--- src/rtl/imem_fetch_ctrl_pkg.sv ---
// imem_fetch_pkg: shared state encoding, halt opcode default and halt decode helper.
// Imported by the fetch controller files.
package imem_fetch_pkg;
    typedef enum logic [1:0] {IDLE, RUN, HALT} fetch_state_t;
    localparam logic [3:0] HALT_OPCODE = 4'hF;
    function automatic logic is_halt(input logic [3:0] opc, input logic [3:0] halt_op);
        return opc == halt_op;
    endfunction
endpackage

--- src/rtl/imem_fetch_ctrl_if.sv ---
// imem_fetch_ctrl_if: imem read port, decode handshake and branch redirect bundle.
interface imem_fetch_ctrl_if #(parameter int N = 16, parameter int R = 5) ();
    logic [R-1:0] imem_addr;
    logic [N-1:0] imem_rdata;
    logic [N-1:0] instr;
    logic [R-1:0] instr_pc;
    logic         instr_valid;
    logic         instr_ready;
    logic         redirect_valid;
    logic [R-1:0] redirect_pc;
    modport master (output imem_addr, instr, instr_pc, instr_valid,
                    input  imem_rdata, instr_ready, redirect_valid, redirect_pc);
    modport slave  (input  imem_addr, instr, instr_pc, instr_valid,
                    output imem_rdata, instr_ready, redirect_valid, redirect_pc);
endinterface

--- src/rtl/imem_fetch_ctrl_fetch_pc.sv ---
// fetch_pc: program counter with async active-low reset; load beats increment beats hold.
module fetch_pc #(
    parameter int           R        = 5,
    parameter logic [R-1:0] RESET_PC = '0
) (
    input  logic         clk,
    input  logic         reset,
    input  logic         load,
    input  logic [R-1:0] load_val,
    input  logic         inc,
    output logic [R-1:0] pc
);
    always_ff @(posedge clk or negedge reset) begin
        if (!reset)    pc <= RESET_PC;
        else if (load) pc <= load_val;
        else if (inc)  pc <= pc + 1'b1;
    end
endmodule

--- src/rtl/imem_fetch_ctrl.sv ---
// imem_fetch_ctrl: fetch sequencer owning the PC, a one-entry instruction register
// toward decode, branch redirect and halt-opcode stop.
module imem_fetch_ctrl
    import imem_fetch_pkg::*;
#(
    parameter int           N           = 16,
    parameter int           R           = 5,
    parameter logic [R-1:0] RESET_PC    = '0,
    parameter logic [3:0]   HALT_OPCODE = imem_fetch_pkg::HALT_OPCODE
) (
    input  logic                    clk,
    input  logic                    reset,
    input  logic                    start,
    imem_fetch_ctrl_if.master       bus,
    output logic                    halted,
    output logic                    busy
);
    fetch_state_t r_state;
    logic [N-1:0] r_instr;
    logic [R-1:0] r_instr_pc;
    logic         r_valid;
    logic [R-1:0] w_pc;
    logic         w_can_load, w_halt, w_redirect, w_pc_load, w_pc_inc;
    logic [R-1:0] w_pc_val;

    assign w_can_load = !r_valid || bus.instr_ready;
    assign w_halt     = is_halt(bus.imem_rdata[N-1:N-4], HALT_OPCODE);
    assign w_redirect = (r_state == RUN) && bus.redirect_valid;
    assign w_pc_load  = w_redirect || (start && r_state != RUN);
    assign w_pc_val   = w_redirect ? bus.redirect_pc : RESET_PC;
    // A halt word is delivered but the PC stays parked on it.
    assign w_pc_inc   = (r_state == RUN) && !bus.redirect_valid && w_can_load && !w_halt;

    fetch_pc #(.R(R), .RESET_PC(RESET_PC)) u_pc (
        .clk      (clk),
        .reset    (reset),
        .load     (w_pc_load),
        .load_val (w_pc_val),
        .inc      (w_pc_inc),
        .pc       (w_pc)
    );

    always_ff @(posedge clk or negedge reset) begin
        if (!reset) begin
            r_state    <= IDLE;
            r_instr    <= '0;
            r_instr_pc <= '0;
            r_valid    <= 1'b0;
        end else begin
            case (r_state)
                IDLE: if (start) r_state <= RUN;
                RUN: begin
                    if (bus.redirect_valid) r_valid <= 1'b0;
                    else if (w_can_load) begin
                        r_instr    <= bus.imem_rdata;
                        r_instr_pc <= w_pc;
                        r_valid    <= 1'b1;
                        if (w_halt) r_state <= HALT;
                    end
                end
                HALT: begin
                    if (start) begin
                        r_state <= RUN;
                        r_valid <= 1'b0;
                    end else if (bus.instr_ready) r_valid <= 1'b0;
                end
                default: r_state <= IDLE;
            endcase
        end
    end

    assign bus.imem_addr   = w_pc;
    assign bus.instr       = r_instr;
    assign bus.instr_pc    = r_instr_pc;
    assign bus.instr_valid = r_valid;
    assign busy            = (r_state == RUN);
    assign halted          = (r_state == HALT) && !r_valid;
endmodule

--- src/flat_wrapper.sv ---
// flat-port wrapper written by rule: the top's interface ports become plain ports
module imem_fetch_ctrl_flat import imem_fetch_pkg::*;
#(
    parameter int           N           = 16,
    parameter int           R           = 5,
    parameter logic [R-1:0] RESET_PC    = '0,
    parameter logic [3:0]   HALT_OPCODE = imem_fetch_pkg::HALT_OPCODE
)
  (clk, reset, start, halted, busy, bus_imem_addr, bus_instr, bus_instr_pc, bus_instr_valid, bus_imem_rdata, bus_instr_ready, bus_redirect_valid, bus_redirect_pc);
  imem_fetch_ctrl_if #(.N(N), .R(R)) bus_i ();
  input  logic clk;
  input  logic reset;
  input  logic start;
  output logic halted;
  output logic busy;
  output wire logic [$bits(bus_i.imem_addr)-1:0] bus_imem_addr;
  output wire logic [$bits(bus_i.instr)-1:0] bus_instr;
  output wire logic [$bits(bus_i.instr_pc)-1:0] bus_instr_pc;
  output wire logic [$bits(bus_i.instr_valid)-1:0] bus_instr_valid;
  input wire logic [$bits(bus_i.imem_rdata)-1:0] bus_imem_rdata;
  input wire logic [$bits(bus_i.instr_ready)-1:0] bus_instr_ready;
  input wire logic [$bits(bus_i.redirect_valid)-1:0] bus_redirect_valid;
  input wire logic [$bits(bus_i.redirect_pc)-1:0] bus_redirect_pc;
  assign bus_imem_addr = bus_i.imem_addr;
  assign bus_instr = bus_i.instr;
  assign bus_instr_pc = bus_i.instr_pc;
  assign bus_instr_valid = bus_i.instr_valid;
  assign bus_i.imem_rdata = bus_imem_rdata;
  assign bus_i.instr_ready = bus_instr_ready;
  assign bus_i.redirect_valid = bus_redirect_valid;
  assign bus_i.redirect_pc = bus_redirect_pc;
  imem_fetch_ctrl #(.N(N), .R(R), .RESET_PC(RESET_PC), .HALT_OPCODE(HALT_OPCODE)) u_core (.clk(clk), .reset(reset), .start(start), .bus(bus_i), .halted(halted), .busy(busy));
endmodule
--- config.mk ---
export PLATFORM = sky130hd
export DESIGN_NAME = imem_fetch_ctrl_flat
export DESIGN_NICKNAME = d
export VERILOG_FILES = /design/src/rtl/imem_fetch_ctrl_pkg.sv /design/src/rtl/imem_fetch_ctrl_if.sv /design/src/rtl/imem_fetch_ctrl_fetch_pc.sv /design/src/rtl/imem_fetch_ctrl.sv /design/src/flat_wrapper.sv
export SDC_FILE = /design/constraint.sdc
export NUM_CORES = 1
export LEC_CHECK = 0
export CAP_MARGIN = 20
export CORE_AREA = 2 2 57 59
export CTS_CLUSTER_DIAMETER = 60
export CTS_CLUSTER_SIZE = 16
export DETAILED_ROUTE_END_ITERATION = 7
export DIE_AREA = 0 0 59 61
export GPL_TIMING_DRIVEN = 0
export PLACE_DENSITY = 0.93
export SLEW_MARGIN = 10
export SYNTH_ARGS = -nofsm -noshare
export SYNTH_HDL_FRONTEND = slang
export SYNTH_SLANG_ARGS = --single-unit
--- constraint.sdc ---
create_clock -name clk -period 2.3 [get_ports clk]
set_input_delay 0.46 -clock clk [delete_from_list [all_inputs] [get_ports clk]]
set_output_delay 0.46 -clock clk [all_outputs]
set_load 0.01 [all_outputs]
== After elaboration in Yosys (flattened, before gate mapping) ==
Index checks and enable logic that the tools add are counted.
W data, S select, Z words.
Word-level totals
  register bits after elaboration: 29
  input port bits: 26
  output and inout bits: 29
  logic and storage cells: 48
Cells by class
  $add $sub $neg: 1
  equality and inequality tests: 10
  mux-type cells: 13
  bitwise logic cells: 1
  reductions and logical operators: 18
Operator list (count)
  $mux W5: 3
  $mux W2: 4
  $ne A2 B1 Y1 const B: 4
  $logic_and A1 B1 Y1: 6
  $reduce_and A3 Y1: 2
  $add A5 B1 Y5 const B: 1
  $eq A4 B4 Y1 const B: 1
  $mux W1: 4
  $pmux W2 S2: 1
  $reduce_and A4 Y1: 1
  $reduce_bool A2 Y1: 2
  $logic_not A1 Y1: 3
  $ne A3 B1 Y1 const B: 1
  $ne A3 B3 Y1 const B: 1
  $eq A2 B1 Y1 const B: 1
  $eq A2 B2 Y1 const B: 1
  $logic_not A2 Y1: 1
  $logic_or A1 B1 Y1: 2
  $ne A2 B2 Y1 const B: 1
  $pmux W1 S2: 1
  $reduce_or A2 Y1: 1
  $not A1 Y1: 1

== Logic depth before layout (Yosys ltp) ==
  depth in word-level cells: 6
  depth in mapped cells: 5
  mapped depth without buffers: 4

== By module ==
From an unflattened synthesis, not the netlist that was laid out.
Second synthesis, totals
  cell total of the unflattened synthesis: 103
  area, all modules: 1442.6 µm²
Modules (own cells, without submodules)
  imem_fetch_ctrl: times used 1, cells an instance 79, area each 1193.6 µm², sequential area each 600.6 µm²
  fetch_pc: times used 1, cells an instance 24, area each 249.0 µm², sequential area each 125.1 µm²

== Worst setup path after synthesis ==
Ideal clock, no wire load.
  path kind: input to register
  from: input bus_imem_rdata[15]
  to: register u_core.u_pc.pc[1]
  setup time: 0.125 ns
  arrival time: 1.429 ns
  data required time: 2.175 ns
  setup slack: 0.746 ns
  stages on the path: 4
  buffers on the path: 0
  path through: and4_1 or3_4 nand2_2 mux2_4
On the way
  cells in the longest elaborated chain, start to end: 4
RTL lines
  start, declared: line flat_wrapper.sv:20  | input wire logic [$bits(bus_i.imem_rdata)-1:0] bus_imem_rdata;
  $eq A4 B4 Y1: line imem_fetch_ctrl_pkg.sv:7  | return opc == halt_op;
  $logic_not A1 Y1: line imem_fetch_ctrl.sv:32  | assign w_pc_inc = (r_state == RUN) && !bus.redirect_valid && w_can_load && !w_halt;
  $logic_and A1 B1 Y1: line imem_fetch_ctrl.sv:32
  $reduce_bool A2 Y1 (no source line)
  end signal, assigned: line imem_fetch_ctrl_fetch_pc.sv:15  | else if (load) pc <= load_val;
  end signal, assigned: line imem_fetch_ctrl_fetch_pc.sv:16  | else if (inc) pc <= pc + 1'b1;
  end, declared: line imem_fetch_ctrl_fetch_pc.sv:11  | output logic [R-1:0] pc
No other way between the ends.
A chain may end at the register's enable or synchronous reset.

== Worst setup path after layout ==
  from: register u_core.r_state[0]
  to: output halted
On the way
  cells in the longest elaborated chain, start to end: 2
RTL lines
  start, declared: line imem_fetch_ctrl.sv:18  | fetch_state_t r_state;
  start signal, assigned: line imem_fetch_ctrl.sv:45  | r_state <= IDLE;
  start signal, assigned: line imem_fetch_ctrl.sv:51  | IDLE: if (start) r_state <= RUN;
  start signal, assigned: line imem_fetch_ctrl.sv:58  | if (w_halt) r_state <= HALT;
  $eq A2 B2 Y1: line imem_fetch_ctrl.sv:77  | assign halted = (r_state == HALT) && !r_valid;
  $logic_and A1 B1 Y1: line imem_fetch_ctrl.sv:77
  end, declared: line flat_wrapper.sv:14  | output logic halted;
No other way between the ends.

==> run_results.csv <==
group,metric,value,unit
run_status,status,"completed",
yosys,yosysWarnings,0,
drt,first_pass_iters,4,
yosys,yosys-top-cells-area,"dfrtp_1 56%, mux2_2 18%, a22o_1 1.3%, xor2_1 1.3%, a21oi_4 1.2%",
worst_hold_path,hold_path_depth,1,
global_routing,met3_usage,0.0661,
yosys,synth_edf_count,0,
sta,fin_crit_sh,0.914,
floorplanning,die_y,61,um
sta,fmax,476,MHz
worst_setup_path,worst_r2r_endpoint,"u_core.bus.instr[10]",
sta,drv_slew,0,
global_routing,grt_usage,0.191,
yosys,ys.flop_type,"dfrtp_1",
yosys,synth_top_area_cell,"dfrtp_1",
worst_setup_path,cp.required,1840,ps
worst_setup_path,startpoint_type,"flip-flop",
worst_hold_path,worstHoldEndpoint,"u_core.bus.instr[6]",
floorplanning,core,2950,um^2
cells_and_area,antenna_cells,0,
clock_tree,clockBufferDepth,2,
clock_tree,cts_hold_buf,0,
clock_tree,htreeDepth,2,
sta,setup-tns-final,0,ps
worst_setup_path,cpMaxStageDelayCell,"clkdlybuf4s50_1",
worst_setup_path,worst_r2r_startpoint,"u_core.bus.instr_valid",
drt,wl_per_cell,15.6,um
global_routing,grt-busiest-layer,"met2",
drt,viasPerCell,5.28,
floorplanning,ios,55,
floorplanning,die_area,3600,um^2
sta,setup_violations,0,
worst_setup_path,reg2reg_slack,680,ps
yosys,syn_inst,95,
job,max-cap-violations,0,
worst_setup_path,critPathBufInv,2,
place,place_hpwl,2.28,mm
clock_tree,cts-resized-gates,0,
yosys,syn-num-nets,122,
global_routing,grt_antenna_before_repair,0,
clock_tree,cts.sinks,29,
worst_setup_path,worstRegToRegCells,4,
cells_and_area,area_delta_synth_final,50.0,%
yosys,syn-cell-area,1310,um^2
drt,wl,2.96,mm
global_routing,met2_usage,0.327,
yosys,yosysMostFrequentCell,"dfrtp_1",
place,place_congestion,0.753,
place,io_buffers,54,
sta,rsz0062_at_grt,"no",
worst_setup_path,endpoint_kind,"primary output",
global_routing,met1_usage,0.208,
worst_setup_path,path_max_fanout,5,
yosys,syn_area_per_cell,13.7,um^2
cells_and_area,fill_cells,232,
drt,drtAntennaViolNets,0,
worst_hold_path,min_path_type,"reg2reg",
cells_and_area,final_layout_size_suffix_gt1_frac,0.255,
drt,vias,1004,
place,dp_cells,183,
worst_setup_path,critical_path.top_delay_family,"buffers and inverters",
sta,period_minus_slack,2100,ps
yosys,synth-seq-area-share,0.556,
power,power.leakage,0.819,nW
worst_setup_path,arrival,1640,ps
worst_setup_path,critPathKind,"reg2out",
cells_and_area,regArea,726,um^2
worst_hold_path,hp-start,"u_core.bus.instr[6]",
floorplanning,die_x,59,um
clock_tree,numCtsBuffers,5,
global_routing,gr-total-overflow,0,
sta,whs,510,ps
worst_setup_path,slowest_delay,540,ps
sta,tightest_slew,699,ps
clock_tree,clock_latency,330,ps
power,max-vdd-ir-drop,0.595,mV
sta,hold_viol_final,0,
cells_and_area,final_nets,184,
yosys,ys_ff_latch,29,
yosys,synthArstFlopShare,1.00,
clock_tree,postCtsSetupRepairBufs,0,
power,p_per_area,1290,nW/um^2
clock_tree,clkTransAtPathRegs,100,ps
global_routing,grt_max_degree,17,
worst_setup_path,crit_chain,"inv_1 > nand2_1 > nor2_1 > clkdlybuf4s50_1",
global_routing,grt_pass1_vias,1047,
drt,drc,0,
drt,drt_iter0_drc,18,
yosys,yosys.cell_types.count,33,
sta,worst_clock_skew,9.18,ps
floorplanning,start_util,0.442,
yosys,synth_common_cells,"29 x dfrtp_1, 21 x mux2_2, 4 x nand2_1, 4 x nor2_1, 3 x nand3_1",
floorplanning,fp-row-count,20,
cells_and_area,instances_no_fill,190,
global_routing,grt_pass1_wl,4.86,mm
yosys,synth_top_area_frac,0.556,
clock_tree,clockRootBuffer,"clkbuf_4",
clock_tree,cts_tree,"yes",
cells_and_area,multiInputGateArea,546,um^2
sta,relSlewSlack,0.533,
[metrics by stage]
step / util / total power, mW / setup slack (ps) / instance area, um^2
after floorplan: - / 1.55 / 746 / 1310
after global placement: 0.639 / 2.15 / 192 / 1890
after detailed placement: 0.644 / 2.22 / 174 / 1900
after CTS: 0.663 / 2.55 / 219 / 1960
after global routing: 0.663 / 2.68 / 152 / 1960
final: 0.663 / 2.52 / 198 / 1960
[worst register-to-register path, stage by stage (launching register included)]
cell and delay (ps):
dfrtp_1 430, and2b_1 230, nor3_2 230, buf_4 250, mux2_2 360
[cells in the final DEF, fill, tap and decap left out, types with 2 or more instances in the layout]
cell,Yosys,layout
xor2_1,2,2
mux2_2,21,21
dfrtp_1,29,29
o21ai_0,2,2
clkbuf_4,0,5
a211oi_1,2,2
buf_4,2,2
inv_1,2,2
nand3_1,3,3
clkdlybuf4s50_1,0,54
nand2_1,4,4
nor2_1,4,4
a22o_1,2,2
[flip-flops by register name (all words and copies together), names as in the netlist]
register and count:
u_core.bus.instr_pc 5, u_core.bus.instr_valid 1, u_core.bus.instr 16, u_core.u_pc.pc 5, u_core.r_state 2
[cell type report]
class                   count  share of cell area
multi-input cells          61               0.279
plain buffers               3              0.0134
clock buffers               7              0.0281
flip-flops and latches     29               0.371
repair buffers             55               0.284
inverters                   2             0.00384
well taps                  33              0.0211
[power by group]
part	internal, mW	switching (mW)	total (mW)	leakage [nW]
Combinational	0.786	0.484	1.27	0.445
Sequential	0.755	0.178	0.933	0.343
Clock	0.144	0.175	0.319	0.0314
[worst max path at each step]
| stage | from | end | slack [ps] | cells past startpoint |
|---|---|---|---|---|
| 2_1_floorplan | bus_imem_rdata[15] | u_core.u_pc.pc[1] | 750 | 4 |
| 3_3_place_gp | bus_instr_ready | u_core.bus.instr[4] | 190 | 5 |
| 3_5_place_dp | bus_instr_ready | u_core.bus.instr[13] | 170 | 5 |
| 4_1_cts | u_core.r_state[0] | halted | 220 | 4 |
| 5_1_grt | u_core.r_state[0] | halted | 150 | 4 |
| 6_report | u_core.r_state[0] | halted | 200 | 4 |
[cell families after synthesis]
| kind of cell | Yosys count | synth area share |
|---|---|---|
| muxes | 22 | 0.193 |
| DFF | 29 | 0.556 |
| xor gates and xnor gates | 2 | 0.0134 |
| AOI/OAI and AO/OA | 14 | 0.0930 |
| and+or+nand+nor | 22 | 0.109 |
| adders and majority gates | 1 | 0.00959 |
| buffers and inverters | 5 | 0.0259 |
[routing by layer]
layer	up-vias	share of wire
met2	42	0.52
met3	7	0.075
met5	-	0
met1	486	0.38
met4	0	0.026
li1	469	-
Note: power is estimated with default switching activity, not from simulation.
